### config.mk
export PLATFORM = sky130hd
export DESIGN_NAME = fetch_queue
export DESIGN_NICKNAME = d
export VERILOG_FILES = /design/src/rtl/fetch_queue.sv
export SDC_FILE = /design/constraint.sdc
export NUM_CORES = 1
export LEC_CHECK = 0
export ABC_CLOCK_PERIOD_IN_PS = 11180
export BUFFER_PORTS_ARGS = -buffer_cell sky130_fd_sc_hd__buf_2
export CELL_PAD_IN_SITES_DETAIL_PLACEMENT = 2
export CELL_PAD_IN_SITES_GLOBAL_PLACEMENT = 2
export CORE_MARGIN = 2
export CORE_UTILIZATION = 46
export DETAILED_ROUTE_END_ITERATION = 12
export GPL_TIMING_DRIVEN = 0
export PLACE_DENSITY_LB_ADDON = 0.1
export RECOVER_POWER = 50
export SYNTH_ARGS = -nofsm -noshare
export SYNTH_HDL_FRONTEND = slang
export SYNTH_SLANG_ARGS = --single-unit
### constraint.sdc
create_clock -name clk -period 11.18 [get_ports clk]
set_input_delay 2.795 -clock clk [delete_from_list [all_inputs] [get_ports clk]]
set_output_delay 2.795 -clock clk [all_outputs]
set_load 0.01 [all_outputs]
### src/rtl/fetch_queue.sv
// rtl/fetch_queue.sv - dual-issue instruction fetch queue with first-word fall-through dequeue
//
// Purpose:
//   Circular FIFO between a 2-wide fetch stage and a 2-wide decode stage.
//   Up to two instructions enter per cycle and up to two leave per cycle.
//
// Ports:
//   clk            system clock, rising edge
//   rst            asynchronous reset, active low
//   enq_valid0_i   fetch slot 0 (older) valid
//   enq_pc0_i      slot 0 PC
//   enq_instr0_i   slot 0 instruction word
//   enq_valid1_i   fetch slot 1 (younger) valid, only meaningful with slot 0
//   enq_pc1_i      slot 1 PC
//   enq_instr1_i   slot 1 instruction word
//   flush_i        redirect: discard every entry, ignore this cycle's traffic
//   deq_count_i    instructions consumed by decode this cycle (3 acts as 2)
//   deq_valid0_o   head entry present
//   deq_pc0_o      head PC (zero when invalid)
//   deq_instr0_o   head instruction (zero when invalid)
//   deq_valid1_o   head+1 entry present
//   deq_pc1_o      head+1 PC (zero when invalid)
//   deq_instr1_o   head+1 instruction (zero when invalid)
//   fetch_en_o     PC register enable, high while two or more entries are free
//   count_o        current occupancy
module fetch_queue #(
    parameter int WIDTH = 32,
    parameter int DEPTH = 8
) (
    input  logic                     clk,
    input  logic                     rst,
    input  logic                     enq_valid0_i,
    input  logic [WIDTH-1:0]         enq_pc0_i,
    input  logic [WIDTH-1:0]         enq_instr0_i,
    input  logic                     enq_valid1_i,
    input  logic [WIDTH-1:0]         enq_pc1_i,
    input  logic [WIDTH-1:0]         enq_instr1_i,
    input  logic                     flush_i,
    input  logic [1:0]               deq_count_i,
    output logic                     deq_valid0_o,
    output logic [WIDTH-1:0]         deq_pc0_o,
    output logic [WIDTH-1:0]         deq_instr0_o,
    output logic                     deq_valid1_o,
    output logic [WIDTH-1:0]         deq_pc1_o,
    output logic [WIDTH-1:0]         deq_instr1_o,
    output logic                     fetch_en_o,
    output logic [$clog2(DEPTH):0]   count_o
);

    localparam int AW = $clog2(DEPTH);
    localparam int CW = AW + 1;
    // Highest occupancy that still leaves room for a full 2-wide fetch.
    localparam logic [CW-1:0] ENQ_LIMIT = CW'(DEPTH - 2);

    // Storage is deliberately unreset and separate from the pointers.
    logic [WIDTH-1:0] r_pc_mem    [DEPTH];
    logic [WIDTH-1:0] r_instr_mem [DEPTH];

    logic [AW-1:0] r_head;
    logic [AW-1:0] r_tail;
    logic [CW-1:0] r_count;

    logic          w_fetch_en;
    logic          w_enq0;
    logic          w_enq1;
    logic [1:0]    w_enq_n;
    logic [1:0]    w_deq_req;
    logic [1:0]    w_deq_n;
    logic [AW-1:0] w_head1;
    logic [AW-1:0] w_tail1;
    logic          w_valid0;
    logic          w_valid1;

    // Fetch enable looks only at the registered count so the PC enable never
    // depends combinationally on the decode stage.
    assign w_fetch_en = (r_count <= ENQ_LIMIT);

    // Slot 1 only counts when slot 0 is also present, keeping entries packed.
    assign w_enq0  = w_fetch_en & ~flush_i & enq_valid0_i;
    assign w_enq1  = w_enq0 & enq_valid1_i;
    assign w_enq_n = {1'b0, w_enq0} + {1'b0, w_enq1};

    assign w_deq_req = (deq_count_i == 2'd3) ? 2'd2 : deq_count_i;

    // Clamp the dequeue to what is present; when the clamp is active the
    // count is below 2, so its low bits hold the exact amount.
    always_comb begin
        w_deq_n = w_deq_req;
        if (CW'(w_deq_req) > r_count) begin
            w_deq_n = r_count[1:0];
        end
    end

    assign w_head1 = r_head + AW'(1);
    assign w_tail1 = r_tail + AW'(1);

    always_ff @(posedge clk or negedge rst) begin
        if (!rst) begin
            r_head  <= '0;
            r_tail  <= '0;
            r_count <= '0;
        end else if (flush_i) begin
            r_head  <= '0;
            r_tail  <= '0;
            r_count <= '0;
        end else begin
            r_head  <= r_head + AW'(w_deq_n);
            r_tail  <= r_tail + AW'(w_enq_n);
            r_count <= r_count + CW'(w_enq_n) - CW'(w_deq_n);
        end
    end

    always_ff @(posedge clk) begin
        if (w_enq0) begin
            r_pc_mem[r_tail]    <= enq_pc0_i;
            r_instr_mem[r_tail] <= enq_instr0_i;
        end
        if (w_enq1) begin
            r_pc_mem[w_tail1]    <= enq_pc1_i;
            r_instr_mem[w_tail1] <= enq_instr1_i;
        end
    end

    // First-word fall-through: head entries read straight from storage,
    // masked to zero when not present.
    assign w_valid0 = (r_count != '0);
    assign w_valid1 = (r_count >= CW'(2));

    assign deq_valid0_o = w_valid0;
    assign deq_valid1_o = w_valid1;
    assign deq_pc0_o    = w_valid0 ? r_pc_mem[r_head]     : '0;
    assign deq_instr0_o = w_valid0 ? r_instr_mem[r_head]  : '0;
    assign deq_pc1_o    = w_valid1 ? r_pc_mem[w_head1]    : '0;
    assign deq_instr1_o = w_valid1 ? r_instr_mem[w_head1] : '0;
    assign fetch_en_o   = w_fetch_en;
    assign count_o      = r_count;

endmodule

==> flow_summary.yaml, run 1 <==
worst_setup_path:
  critPathLaunchType: "flop"
  timing.rr.start: "count_o[3]$_DFF_PN0_"
  path_max_fanout: 10
  reg2regPathDepth: 7
  r2r_end: "r_instr_mem[3][2]$_DFFE_PP_"
  crit_path_end: "deq_pc1_o[1]"
  cp.arrival_ns: 5.02
  cp-startpoint: "r_head[1]$_DFF_PN0_"
  r2r_slack_ns: 5.66
  crit_type: "reg -> out"
  worst_setup_path_end_kind: "primary output"
  worstPathRequired_ns: 8.39
floorplan:
  rows: 95
  core_mm2: 0.0674
  initial_core_util_pct: 46.7
  io_pins: 270
  die_x_um: 265
  die_h_um: 265
  die_area_mm2: 0.0705
drt:
  dr.first_iter.drc_count: 2038
  detail_route.vias_per_cell: 6.62
  num_vias: 23800
  dr.pass1.iters: 7
  ant_nets: 0
  post-route-drc-count: 0
  wirelength_um: 127000
  avgRoutedWirePerCell_um: 35.3
global_routing:
  grt-ovfl-total: 0
  grt_max_degree: 25
  grt_use_total_pct: 35.2
  busiest_layer: "met2"
  grt_pass1_vias: 26600
  antenna_found_initial: 13
  grt_first_pass_wirelength_um: 181000
  grt_use_met1_pct: 42.0
  use_met2_pct: 61.7
  use_met3_pct: 5.13
sta:
  fmax_mhz: 128
  period_needed_ns: 7.82
  drv_slew: 250
  maxSlewHeadroom_pct: -150
  worst_slew_pin_slew_ns: 3.71
  tns_ns: 0
  hold_violations: 0
  skew_ns: 0.0187
  rsz0062_at_grt: "no"
  min_period_over_period_pct: 69.9
  setup_viol: 0
place:
  dp_hpwl_um: 84300
  dpl_cell_area_mm2: 0.0345
  numPortBuffers: 269
  place_congestion: 0.828
clocking:
  cts.sinks: 522
  cts-hold-fix-buffers: 0
  cts_buffer_depth: 3
  post_cts_resized: 0
  htree_levels: 2
  clkTransAtPathRegs_ns: 0.06
  numCtsBuffers: 61
  cts_root_buffer: "clkbuf_16"
  clk_latency_ns: 0.66
  postCtsSetupRepairBufs: 0
  cts_tree: "built"
job:
  maxCapViolations: 16
synthesis:
  synth.distinct_cells: 51
  synth_warnings: 0
  netlist_instances: 2304
  ys_ff_latch: 522
  ys.flop_type: "edfxtp_1"
  synth-edff-count: 512
  syn_area_mm2: 0.0314
  synthArstFlopShare_pct: 1.92
  synth-seq-area-share_pct: 49.7
  syn_avg_cell_area_um2: 13.6
  synth_fp_nets: 2456
cells_and_area:
  final_common_cell: "mux2_2"
  final_area_mm2: 0.0356
  final_nets: 2813
  final_cell_mix: "541 x mux2_2, 512 x edfxtp_1, 322 x buf_2, 257 x mux2i_1, 164 x clkbuf_1"
  layout-drive-gt1-share_pct: 35.5
  area_growth_pct: 13.3
power:
  peakVddDrop_mv: 0.135
  p_per_area_mw_per_mm2: 244
  leakagePower_nw: 12.3
hold_path:
  holdCritPathClass: "reg -> reg"
  min_from: "r_tail[2]$_DFF_PN0_"
  worstHoldPathCells: 3
run_status:
  violations: "capacitance limit, slew limit"
  outcome: "finished, violations left"
-- synthesized netlist by cell type, types with 2 or more instances --
cell | count | share of area [%]
mux2_4 | 60 | 2.9
nor2b_1 | 138 | 2.7
and3_1 | 64 | 1.3
edfxtp_1 | 512 | 49
xor2_1 | 2 | 0.056
buf_12 | 6 | 0.38
nand2b_1 | 3 | 0.060
o21ai_0 | 2 | 0.032
o22ai_1 | 64 | 1.3
and2_1 | 3 | 0.060
clkbuf_1 | 92 | 1.1
nor3_1 | 2 | 0.032
a21oi_1 | 68 | 1.1
buf_6 | 14 | 0.50
mux2_1 | 34 | 1.2
a22oi_1 | 64 | 1.5
a211oi_1 | 128 | 3.1
ha_1 | 13 | 0.52
a31oi_1 | 2 | 0.040
inv_1 | 9 | 0.11
buf_1 | 12 | 0.14
or4_1 | 2 | 0.048
nor3b_1 | 2 | 0.048
nand3b_1 | 2 | 0.048
or3_1 | 2 | 0.040
fa_1 | 4 | 0.25
buf_4 | 2 | 0.048
nand3_1 | 3 | 0.048
nand4b_1 | 2 | 0.056
a2111oi_0 | 64 | 1.8
mux2_2 | 548 | 20
xnor2_1 | 5 | 0.14
nand2_1 | 7 | 0.084
buf_2 | 74 | 1.2
o21a_1 | 2 | 0.048
dfrtp_1 | 10 | 0.80
mux2i_1 | 257 | 8.2
nor2_1 | 13 | 0.16
-- sequential cells by signal, indices dropped and copies added (netlist names) --
signal       cells
count_o          4
r_head           3
r_instr_mem    256
r_pc_mem       256
r_tail           3
-- metal layers --
layer	share of wire (%)	routed length (um)	up-vias
met5	0.036	46	-
met2	50	63700	1104
li1	-	-	9921
met4	4.9	6220	8
met1	38	48500	12400
met3	6.4	8130	342
-- how the worst min path moves through the flow --
stage,endpoint,slack [ns]
4_1_cts,r_tail[2]$_DFF_PN0_,0.71
3_5_place_dp,r_tail[2]$_DFF_PN0_,0.71
5_1_grt,r_tail[2]$_DFF_PN0_,0.73
3_3_place_gp,r_tail[2]$_DFF_PN0_,0.66
6_report,r_tail[2]$_DFF_PN0_,0.72
2_1_floorplan,r_tail[2]$_DFF_PN0_,0.62
-- cells by family (layout without fill, tap and decap cells) --
logic type	after synthesis	count (layout)	synth area share (%)
other	0	8	0
AO/OA/AOI/OAI	399	399	9.02
flip-flops	522	522	49.7
adder cells (fa/ha/maj)	17	17	0.772
AND/OR/NAND/NOR	249	249	4.92
buffers and inverters	210	616	3.47
XOR/XNOR	8	8	0.247
multiplexers	899	899	31.9
-- power by group --
group / switching (mW) / internal [mW]
clock network: 0.852 / 1.11
registers: 0.0514 / 2.23
logic: 2.91 / 1.53
-- through the flow --
stage	utilization (%)	worst slack [ns]	total power [mW]	hold WS, ns	std cells
CTS	54.0	3.64	8.69	0.712	3583
floorplan	-	4.17	4.75	0.621	2304
global placement	50.3	0.0687	6.54	0.663	3446
detailed placement	51.2	4.32	6.69	0.706	3471
finish	52.9	3.36	8.69	0.719	3591
global route	52.9	3.56	8.96	0.731	3589
-- cell type report --
class / instances / area [um2]
repair buffers: 294 / 1660
inverters: 10 / 37.5
clock buffers: 81 / 1640
well taps: 873 / 1090
diodes: 8 / 20.0
flip-flops and latches: 522 / 15600
clock inverters: 31 / 236
plain buffers: 200 / 832
fillers: 6444 / 31800
multi-input cells: 1572 / 14500
-- critical path, cell delays in order, from the launching register on --
cell and delay [ns]:
dfrtp_1 0.61, ha_1 0.39, buf_2 0.14, buf_2 0.33
buf_2 0.45, clkbuf_1 0.71, a211oi_1 0.19, a2111oi_0 1.23
buf_2 0.31
(Power assumes the default switching activity.)
==> inputs of run 2 (changes only) <==
- ABC_CLOCK_PERIOD_IN_PS: 11180 -> 7400
- CORE_UTILIZATION: 46 -> 43
- clock period: 11.18 -> 7.4 ns (I/O delays scaled with it)
==> run 2 against run 1 <==
The flow still finishes with violations (capacitance limit, slew limit). Final area increased by 1.1%. Global-route usage decreased by 2.3 points. Total power increased by 53%. Via count down 1.4%. Critical path depth unchanged. Sequential share of layout area decreased by 0.46 points. Register-to-register slack worse by 3.1 ns. Largest power group unchanged.
==> flow_summary.yaml, run 2 (same netlist as run 1, synthesis figures left out) <==
cells_and_area:
  final_cell_mix: "539 x mux2_2, 512 x edfxtp_1, 319 x buf_2, 257 x mux2i_1, 168 x clkbuf_1"
  final_area_mm2: 0.0360
  multi_input_area_mm2: 0.0145
  seq_area_mm2: 0.0156
  final_common_cell: "mux2_2"
  area_growth_pct: 14.5
  layout-drive-gt1-share_pct: 35.8
  fillers: 6998
  final_nets: 2819
worst_setup_path:
  critPathLaunchType: "flop"
  timing.rr.start: "r_tail[1]$_DFF_PN0_"
  cp-startpoint: "r_head[1]$_DFF_PN0_"
  worst_setup_path_end_kind: "primary output"
  path_max_fanout: 10
  crit_type: "reg -> out"
  cp.arrival_ns: 4.78
  worstPathRequired_ns: 5.55
clocking:
  post_cts_resized: 0
  htree_levels: 3
  postCtsSetupRepairBufs: 0
  cts-hold-fix-buffers: 0
  cts_root_buffer: "clkbuf_16"
  cts.sinks: 522
  numCtsBuffers: 66
  clkTransAtPathRegs_ns: 0.06
  clk_latency_ns: 0.63
  cts_buffer_depth: 3
  cts_tree: "built"
drt:
  detail_route.vias_per_cell: 6.35
  dr.pass1.iters: 5
  num_vias: 23400
  wirelength_um: 126000
  ant_nets: 0
  post-route-drc-count: 0
  avgRoutedWirePerCell_um: 34.2
  dr.first_iter.drc_count: 1872
place:
  place_congestion: 0.826
  dpl_cell_area_mm2: 0.0346
  numPortBuffers: 269
  dp_worst_setup_slack_ns: 1.57
  dp_hpwl_um: 83200
global_routing:
  grt_first_pass_wirelength_um: 178000
  grt_pass1_vias: 25900
  grt_use_total_pct: 32.8
  grt-ovfl-total: 0
  grt_max_degree: 24
  antenna_found_initial: 23
hold_path:
  min_from: "r_tail[2]$_DFF_PN0_"
  holdCritPathClass: "reg -> reg"
sta:
  maxSlewHeadroom_pct: -87.5
  fmax_mhz: 151
  setup_viol: 0
  skew_ns: 0.0233
  rsz0062_at_grt: "no"
  min_period_over_period_pct: 89.6
  hold_violations: 0
  period_needed_ns: 6.63
  setup_slack_ns: 0.769
  drv_slew: 225
  tns_ns: 0
  worst_slew_pin_slew_ns: 2.79
power:
  peakVddDrop_mv: 0.195
  p_per_area_mw_per_mm2: 369
  total_power_mw: 13.3
  leakagePower_nw: 12.4
floorplan:
  core_mm2: 0.0727
  io_pins: 270
  die_h_um: 274
  initial_core_util_pct: 43.2
  die_x_um: 274
  rows: 99
  die_area_mm2: 0.0753
run_status:
  violations: "capacitance limit, slew limit"
  outcome: "finished, violations left"
job:
  maxCapViolations: 14
## run 2: where the power goes
group | internal, mW | total (mW) | switching (mW) | leakage (nW)
clock | 1.82 | 3.14 | 1.32 | 0.993
combinational | 2.31 | 6.70 | 4.39 | 6.67
sequential | 3.38 | 3.45 | 0.0751 | 4.76
## run 2: area by class of cell
type,count,share of cell area [%]
Clock inverter,23,0.365
Inverter,10,0.104
Tap cell,959,3.33
Multi-Input combinational cell,1572,40.2
Sequential cell,522,43.4
Buffer,200,2.30
Antenna cell,14,0.0973
Clock buffer,95,5.30
Timing Repair Buffer,295,4.86
## run 2: routing by layer
metal  up-vias  wire length (um)  GRT usage, %  part of all wire [%]
li1       9930                 -             -                     -
met1     12200             50100          39.1                    40
met2       948             62800          57.4                    50
met3       347              7270          4.99                   5.8
met4        14              5780          16.8                   4.6
met5         -                94             0                 0.075
## run 2: path summary, 6_finish.rpt
path | slack [ns] | end | cells past startpoint
max | 0.77 | deq_pc1_o[1] | 8
min | 0.72 | r_tail[2]$_DFF_PN0_ | 3
max reg2reg | 2.60 | r_pc_mem[6][5]$_DFFE_PP_ | 6
min reg2reg | 0.72 | r_tail[2]$_DFF_PN0_ | 3
max in group asynchronous | 5.78 | r_tail[0]$_DFF_PN0_ | 1
min in group asynchronous | 1.21 | r_tail[1]$_DFF_PN0_ | 1
## run 2: through the flow
stage               util (%)  hold slack [ns]  std cells
global placement        46.7            0.657       3532
floorplan                  -            0.621       2304
CTS                     50.4            0.715       3675
finish                  49.5            0.722       3690
detailed placement      47.6            0.688       3557
global route            49.5            0.766       3688
## run 2: worst max-delay path, cell delays in order (launching register included)
cell and delay, ns:
dfrtp_1 0.57, ha_1 0.38, buf_2 0.14, buf_2 0.32, buf_2 0.48, clkbuf_1 0.62, a211oi_1 0.19, a2111oi_0 1.15
buf_2 0.30
